## config.mk

```make
export PLATFORM = sky130hd
export DESIGN_NAME = request_conditioner
export DESIGN_NICKNAME = d
export VERILOG_FILES = /design/src/rtl/tl_pkg.sv /design/src/rtl/input_debouncer.sv /design/src/rtl/request_conditioner.sv
export SDC_FILE = /design/constraint.sdc
export NUM_CORES = 1
export LEC_CHECK = 0
export CAP_MARGIN = 0
export CELL_PAD_IN_SITES_DETAIL_PLACEMENT = 2
export CELL_PAD_IN_SITES_GLOBAL_PLACEMENT = 2
export CORE_MARGIN = 1
export CORE_UTILIZATION = 42
export DETAILED_ROUTE_END_ITERATION = 10
export DONT_BUFFER_PORTS = 1
export MAX_ROUTING_LAYER = met4
export PLACE_DENSITY_LB_ADDON = 0.1
export SYNTH_ARGS = -nofsm -noshare
export SYNTH_HDL_FRONTEND = slang
export SYNTH_SLANG_ARGS = --single-unit
```

## constraint.sdc

```tcl
create_clock -name clk -period 2.32 [get_ports clk]
set_input_delay 0.232 -clock clk [delete_from_list [all_inputs] [get_ports clk]]
set_output_delay 0.232 -clock clk [all_outputs]
set_load 0.03 [all_outputs]
```

## src/rtl/tl_pkg.sv

```systemverilog
// Shared types and constants for the traffic-light front end.
// Used by the request conditioner and its bench.
package tl_pkg;

  localparam int DEFAULT_NUM_LIGHTS = 4;

  typedef logic [$clog2(DEFAULT_NUM_LIGHTS)-1:0] light_idx_t;

  typedef enum logic {
    ARB_IDLE  = 1'b0,
    ARB_GRANT = 1'b1
  } arb_state_t;

endpackage

```

## src/rtl/input_debouncer.sv

```systemverilog
// Two-flop synchronizer followed by a counting debouncer for one raw input.
// The rise output is combinational and pulses in the cycle the stable value flips 0->1.
module input_debouncer #(
  parameter int DEBOUNCE_CYCLES = 4
) (
  input  logic clk,
  input  logic rst,
  input  logic raw,
  output logic stable,
  output logic rise
);

  localparam int CW = $clog2(DEBOUNCE_CYCLES + 1);
  localparam logic [CW-1:0] CNT_LAST = CW'(DEBOUNCE_CYCLES - 1);

  logic          sync1_q, sync2_q;
  logic          stable_q, stable_d;
  logic [CW-1:0] cnt_q, cnt_d;
  logic          flip;

  always_comb begin
    flip     = (sync2_q != stable_q) && (cnt_q == CNT_LAST);
    stable_d = flip ? sync2_q : stable_q;
    if ((sync2_q == stable_q) || flip) cnt_d = '0;
    else                               cnt_d = cnt_q + 1'b1;
  end

  // NOTE: sequential state uses non-blocking assignments so every flop samples pre-edge values.
  always_ff @(posedge clk or posedge rst) begin
    if (rst) begin
      sync1_q  <= 1'b0;
      sync2_q  <= 1'b0;
      stable_q <= 1'b0;
      cnt_q    <= '0;
    end else begin
      sync1_q  <= raw;
      sync2_q  <= sync1_q;
      stable_q <= stable_d;
      cnt_q    <= cnt_d;
    end
  end

  assign stable = stable_q;
  assign rise   = flip & sync2_q;

endmodule

```

## src/rtl/request_conditioner.sv

```systemverilog
// Conditions operator/field inputs for the four-approach sequencer: debounce,
// latch presses until served, and round-robin grant one preferential at a time.
module request_conditioner
  import tl_pkg::*;
#(
  parameter int NUM_LIGHTS      = DEFAULT_NUM_LIGHTS,
  parameter int DEBOUNCE_CYCLES = 4
) (
  input  logic                  clk,
  input  logic                  rst,
  input  logic                  raw_attention,
  input  logic [NUM_LIGHTS-1:0] raw_preferential,
  input  logic [NUM_LIGHTS-1:0] raw_force_red,
  input  logic                  attention_clr,
  input  logic [NUM_LIGHTS-1:0] served,
  output logic                  attention,
  output logic [NUM_LIGHTS-1:0] preferentials,
  output logic [NUM_LIGHTS-1:0] force_reds,
  output logic [NUM_LIGHTS-1:0] pending
);

  localparam int IW = (NUM_LIGHTS > 1) ? $clog2(NUM_LIGHTS) : 1;
  typedef logic [IW-1:0] idx_t;

  // Debouncer outputs this block has no use for are parked on *_unused nets.
  logic                  att_rise, att_stable_unused;
  logic [NUM_LIGHTS-1:0] pref_rise, pref_stable_unused;
  logic [NUM_LIGHTS-1:0] fr_stable, fr_rise_unused;

  logic                  attention_q, attention_d;
  logic [NUM_LIGHTS-1:0] pending_q, pending_d, eligible, prefs;
  arb_state_t            state_q, state_d;
  idx_t                  grant_q, grant_d, rr_ptr_q, rr_ptr_d, pick, cand;
  logic                  found;

  input_debouncer #(.DEBOUNCE_CYCLES(DEBOUNCE_CYCLES)) u_att (
    .clk(clk), .rst(rst), .raw(raw_attention), .stable(att_stable_unused), .rise(att_rise)
  );

  for (genvar i = 0; i < NUM_LIGHTS; i++) begin : g_in
    input_debouncer #(.DEBOUNCE_CYCLES(DEBOUNCE_CYCLES)) u_pref (
      .clk(clk), .rst(rst), .raw(raw_preferential[i]),
      .stable(pref_stable_unused[i]), .rise(pref_rise[i])
    );
    input_debouncer #(.DEBOUNCE_CYCLES(DEBOUNCE_CYCLES)) u_fr (
      .clk(clk), .rst(rst), .raw(raw_force_red[i]),
      .stable(fr_stable[i]), .rise(fr_rise_unused[i])
    );
  end

  // NOTE: every variable written in always_comb gets a default first, so no latch is inferred.
  always_comb begin
    attention_d = attention_q;
    if (attention_clr) attention_d = 1'b0;
    if (att_rise)      attention_d = 1'b1;
    pending_d = pref_rise | (pending_q & ~(served & prefs));
  end

  always_ff @(posedge clk or posedge rst) begin
    if (rst) begin
      attention_q <= 1'b0;
      pending_q   <= '0;
    end else begin
      attention_q <= attention_d;
      pending_q   <= pending_d;
    end
  end

  // Round-robin search starting at rr_ptr, wrapping modulo NUM_LIGHTS.
  always_comb begin
    eligible = pending_q & ~fr_stable;
    found    = 1'b0;
    pick     = '0;
    cand     = '0;
    for (int k = 0; k < NUM_LIGHTS; k++) begin
      cand = IW'((int'(rr_ptr_q) + k) % NUM_LIGHTS);
      if (!found && eligible[cand]) begin
        found = 1'b1;
        pick  = cand;
      end
    end
  end

  always_ff @(posedge clk or posedge rst) begin
    if (rst) begin
      state_q  <= ARB_IDLE;
      grant_q  <= '0;
      rr_ptr_q <= '0;
    end else begin
      state_q  <= state_d;
      grant_q  <= grant_d;
      rr_ptr_q <= rr_ptr_d;
    end
  end

  always_comb begin
    state_d  = state_q;
    grant_d  = grant_q;
    rr_ptr_d = rr_ptr_q;
    case (state_q)
      ARB_IDLE: begin
        if (found) begin
          state_d = ARB_GRANT;
          grant_d = pick;
        end
      end
      ARB_GRANT: begin
        // Force-red revokes without advancing the pointer and wins over served.
        if (fr_stable[grant_q]) begin
          state_d = ARB_IDLE;
        end else if (served[grant_q]) begin
          state_d  = ARB_IDLE;
          rr_ptr_d = IW'((int'(grant_q) + 1) % NUM_LIGHTS);
        end
      end
      default: state_d = ARB_IDLE;
    endcase
  end

  always_comb begin
    prefs = '0;
    if (state_q == ARB_GRANT) prefs[grant_q] = 1'b1;
  end

  assign attention     = attention_q;
  assign preferentials = prefs;
  assign force_reds    = fr_stable;
  assign pending       = pending_q;

endmodule

```

==> impl_metrics.tcl <==
set metrics [dict create \
    cts.sinks 64 \
    syn_inst 219 \
    required_ns 2.09 \
    via_per_inst 5.09 \
    crit_family "flip-flops" \
    synth-warning-count 0 \
    grt_pass1_wl_um 9750 \
    p_per_area_nw_per_um2 1360 \
    clock_path_buffers 2 \
    layout-drive-gt1-share_pct 10.3 \
    die_x_um 81.2 \
    grt_max_degree 38 \
    yosys.area.top_type_share_pct 60.8 \
    setup_violations 0 \
    drt_iter0_markers 34 \
    cts-buffers-inserted 9 \
    start_util_pct 44.0 \
    post_cts_buffers 0 \
    first_global_vias 1945 \
    core_um2 5990 \
    slowest_stage "dfrtp_1" \
    fin_area_um2 3060 \
    p_comb_share_pct 28.0 \
    synth_largest_area_cell "dfrtp_1" \
    post_dp_cell_area_um2 2720 \
    postSynthAreaPerCell_um2 12.0 \
    finalClockSkew_ns 0.00596 \
    dr.pass1.iters 4 \
    cts_tree "yes" \
    n_fill_cell 617 \
    nNetsFinal 276 \
    arrival_ns 1.50 \
    drc_errors 0 \
    period_share_pct 74.7 \
    rsz0062_at_grt "false" \
    design.die.area_um2 6590 \
    area_delta_synth_final_pct 16.1 \
    swShare_pct 37.7 \
    timing.hold.ws_ns 0.0659 \
    cap_violations 0 \
    clk_pin_slew_ns 0.07 \
    fin_util_pct 51.0 \
    io_pins 29 \
    p_int_mw 2.59 \
    grtUsageTotal_pct 21.9 \
    max_freq_mhz 577 \
    synth_area_leaders "dfrtp_1 61%, ha_1 10%, inv_1 4.1%" \
    clk-insertion-delay-late_ns 0.34 \
    root_buffer "clkbuf_8" \
    dp_slack_ns 0.617 \
    hold_viol 0 \
    grt_overflow 0 \
    path_cells "inv_1 -> ha_1 -> and2_1" \
    ys_seq_area_share_pct 60.8 \
    rows 28 \
    io_buffers 0 \
    ys_seq_elements 64 \
    insertedDiodeCount 0 \
    cp-start-kind "flop" \
    synth.distinct_cells 26 \
    cp_num_buf_inv 1 \
    antenna_found_initial 0 \
    max_stage_delay_ns 0.48 \
    routabilityCongestion 0.727 \
    dp_hpwl_um 4040 \
    netSwitchingPower_mw 1.57 \
    vias 1619 \
    cp-end-kind "primary output" \
    setup_ws_ns 0.587 \
    power.leakage_nw 1.50 \
    relSlewSlack_pct 55.4 \
    ant_nets 0 \
    clkPwrFrac_pct 26.1 \
    wirelength_um 5910 \
    tightestPinTransition_ns 0.668 \
    peakVddDrop_mv 0.601 \
    fp.dieH_um 81.2 \
    syn_area_um2 2630 \
    hp-class "input pin to flop" \
    path_max_fanout 6 \
    synth_fp_nets 257 \
    fin_setup_tns_ns 0 \
    htreeDepth 3 \
    slew_viol_final 0 \
    crit_type "flop to primary output" \
    p_seq_share_pct 45.9 \
    status "complete, no violations" \
    period_minus_slack_ns 1.73 \
    wl_per_cell_um 18.6 \
]
repair_timing:
item                                   4_1_cts  5_1_grt
hold buffers                                11        0
resized for setup                            0        0
endpoints found under the hold margin       37        0
kinds of logic after synthesis:
family | share of synthesized area (%)
AND/OR/NAND/NOR | 11.5
flip-flops | 60.8
buffers and inverters | 5.27
adder cells (fa/ha/maj) | 10.5
AO/OA/AOI/OAI | 5.23
XOR/XNOR | 2.99
multiplexers | 3.71
power groups by stage:
stage	clock network [mW]	registers (mW)	logic, mW
6_report	1.08	1.91	1.17
5_1_grt	1.15	1.96	1.35
4_1_cts	1.11	1.92	1.20
3_5_place_dp	0	1.94	1.13
3_3_place_gp	0	1.89	0.983
2_1_floorplan	0	1.74	0.983
placed cells by master, fill, tap and decap left out:
cell	netlist	final
o21ai_0	11	11
clkbuf_8	0	10
nand3_1	1	1
o21ba_2	1	1
clkinv_4	0	2
buf_12	0	1
nor3_1	1	1
a22o_1	2	2
ha_1	22	22
xor2_1	9	9
dlygate4sd3_1	0	11
o41ai_1	1	1
nand2b_1	14	14
mux4_2	1	1
and2_1	4	4
inv_2	0	1
o22ai_1	1	1
nand3b_4	1	1
mux4_1	1	1
bufinv_16	0	2
mux2_4	1	1
clkinvlp_4	0	2
a21oi_1	1	1
a41o_1	1	1
nand2_1	16	16
a21o_1	1	1
nor2_1	27	27
a32o_1	1	1
a21boi_0	1	1
inv_1	29	28
dfrtp_1	64	64
mux2_2	3	3
state kept, by name, summed over array words and instances (netlist names):
name,flops
grant_q,2
attention,1
g_in.u_fr.sync2_q,4
g_in.u_pref.sync2_q,4
g_in.u_pref.stable,4
rr_ptr_q,2
g_in.u_pref.cnt_q,12
u_att.stable,1
g_in.u_fr.sync1_q,4
pending,4
g_in.u_pref.sync1_q,4
g_in.u_fr.stable,4
u_att.sync1_q,1
state_q,1
g_in.u_fr.cnt_q,12
u_att.sync2_q,1
u_att.cnt_q,3
area by class of cell:
type / count / area [um2] / share of cell area [%]
inverters: 29 / 109 / 3.56
clock inverters: 6 / 92.6 / 3.03
flip-flops and latches: 64 / 1600 / 52.4
multi-input cells: 122 / 893 / 29.2
clock buffers: 10 / 138 / 4.50
well taps: 75 / 93.8 / 3.07
repair buffers: 12 / 130 / 4.26
per-stage QoR:
step	power (mW)	cells
floorplan	2.72	219
global placement	2.87	291
detailed placement	3.07	291
CTS	4.23	318
global route	4.46	318
finish	4.16	318
synth_stat cells:
cell and n:
a32o_1 1, mux4_2 1, o22ai_1 1, a41o_1 1
a21boi_0 1, nand2b_1 14, nand3_1 1, mux2_4 1
a22o_1 2, buf_4 4, o21ba_2 1, inv_1 29
a21oi_1 1, ha_1 22, xor2_1 9, nor2_1 27
nand3b_4 1, o21ai_0 11, and2_1 4, nor3_1 1
nand2_1 16, a21o_1 1, dfrtp_1 64, mux2_2 3
mux4_1 1, o41ai_1 1
worst paths after layout:
path                                                     start  cells after the start                                end  slack, ns
worst max-delay path                    grant_q[1]$_DFFE_PP0P_                      3                   preferentials[1]       0.59
worst min-delay path                                 served[3]                      3               pending[3]$_DFF_PP0_       0.07
worst max register to register          grant_q[0]$_DFFE_PP0P_                      3            rr_ptr_q[1]$_DFFE_PP0P_       0.60
worst min register to register  g_in[1].u_fr.sync1_q$_DFF_PP0_                      0     g_in[1].u_fr.sync2_q$_DFF_PP0_       0.36
max in group asynchronous                                  rst                      3  g_in[2].u_pref.stable$_DFFE_PP0P_       1.24
min in group asynchronous                                  rst                      2                  state_q$_DFF_PP0_       0.46
metal layers:
layer	vias up	routed length (um)	GRT usage, %	share of wire (%)
met1	838	2210	21.4	37
met3	11	329	8.09	5.6
met5	-	0	-	0
li1	734	-	-	-
met2	36	3280	38.7	55
met4	0	97	9.46	1.6
worst register-to-register path, delay by kind of cell, from the launching register on:
| family | cells | cell delay, ns |
|---|---|---|
| flip-flops | 1 | 0.51 |
| AND/OR/NAND/NOR | 1 | 0.13 |
| multiplexers | 2 | 0.97 |
No activity file was read; power rests on OpenSTA's default activity.
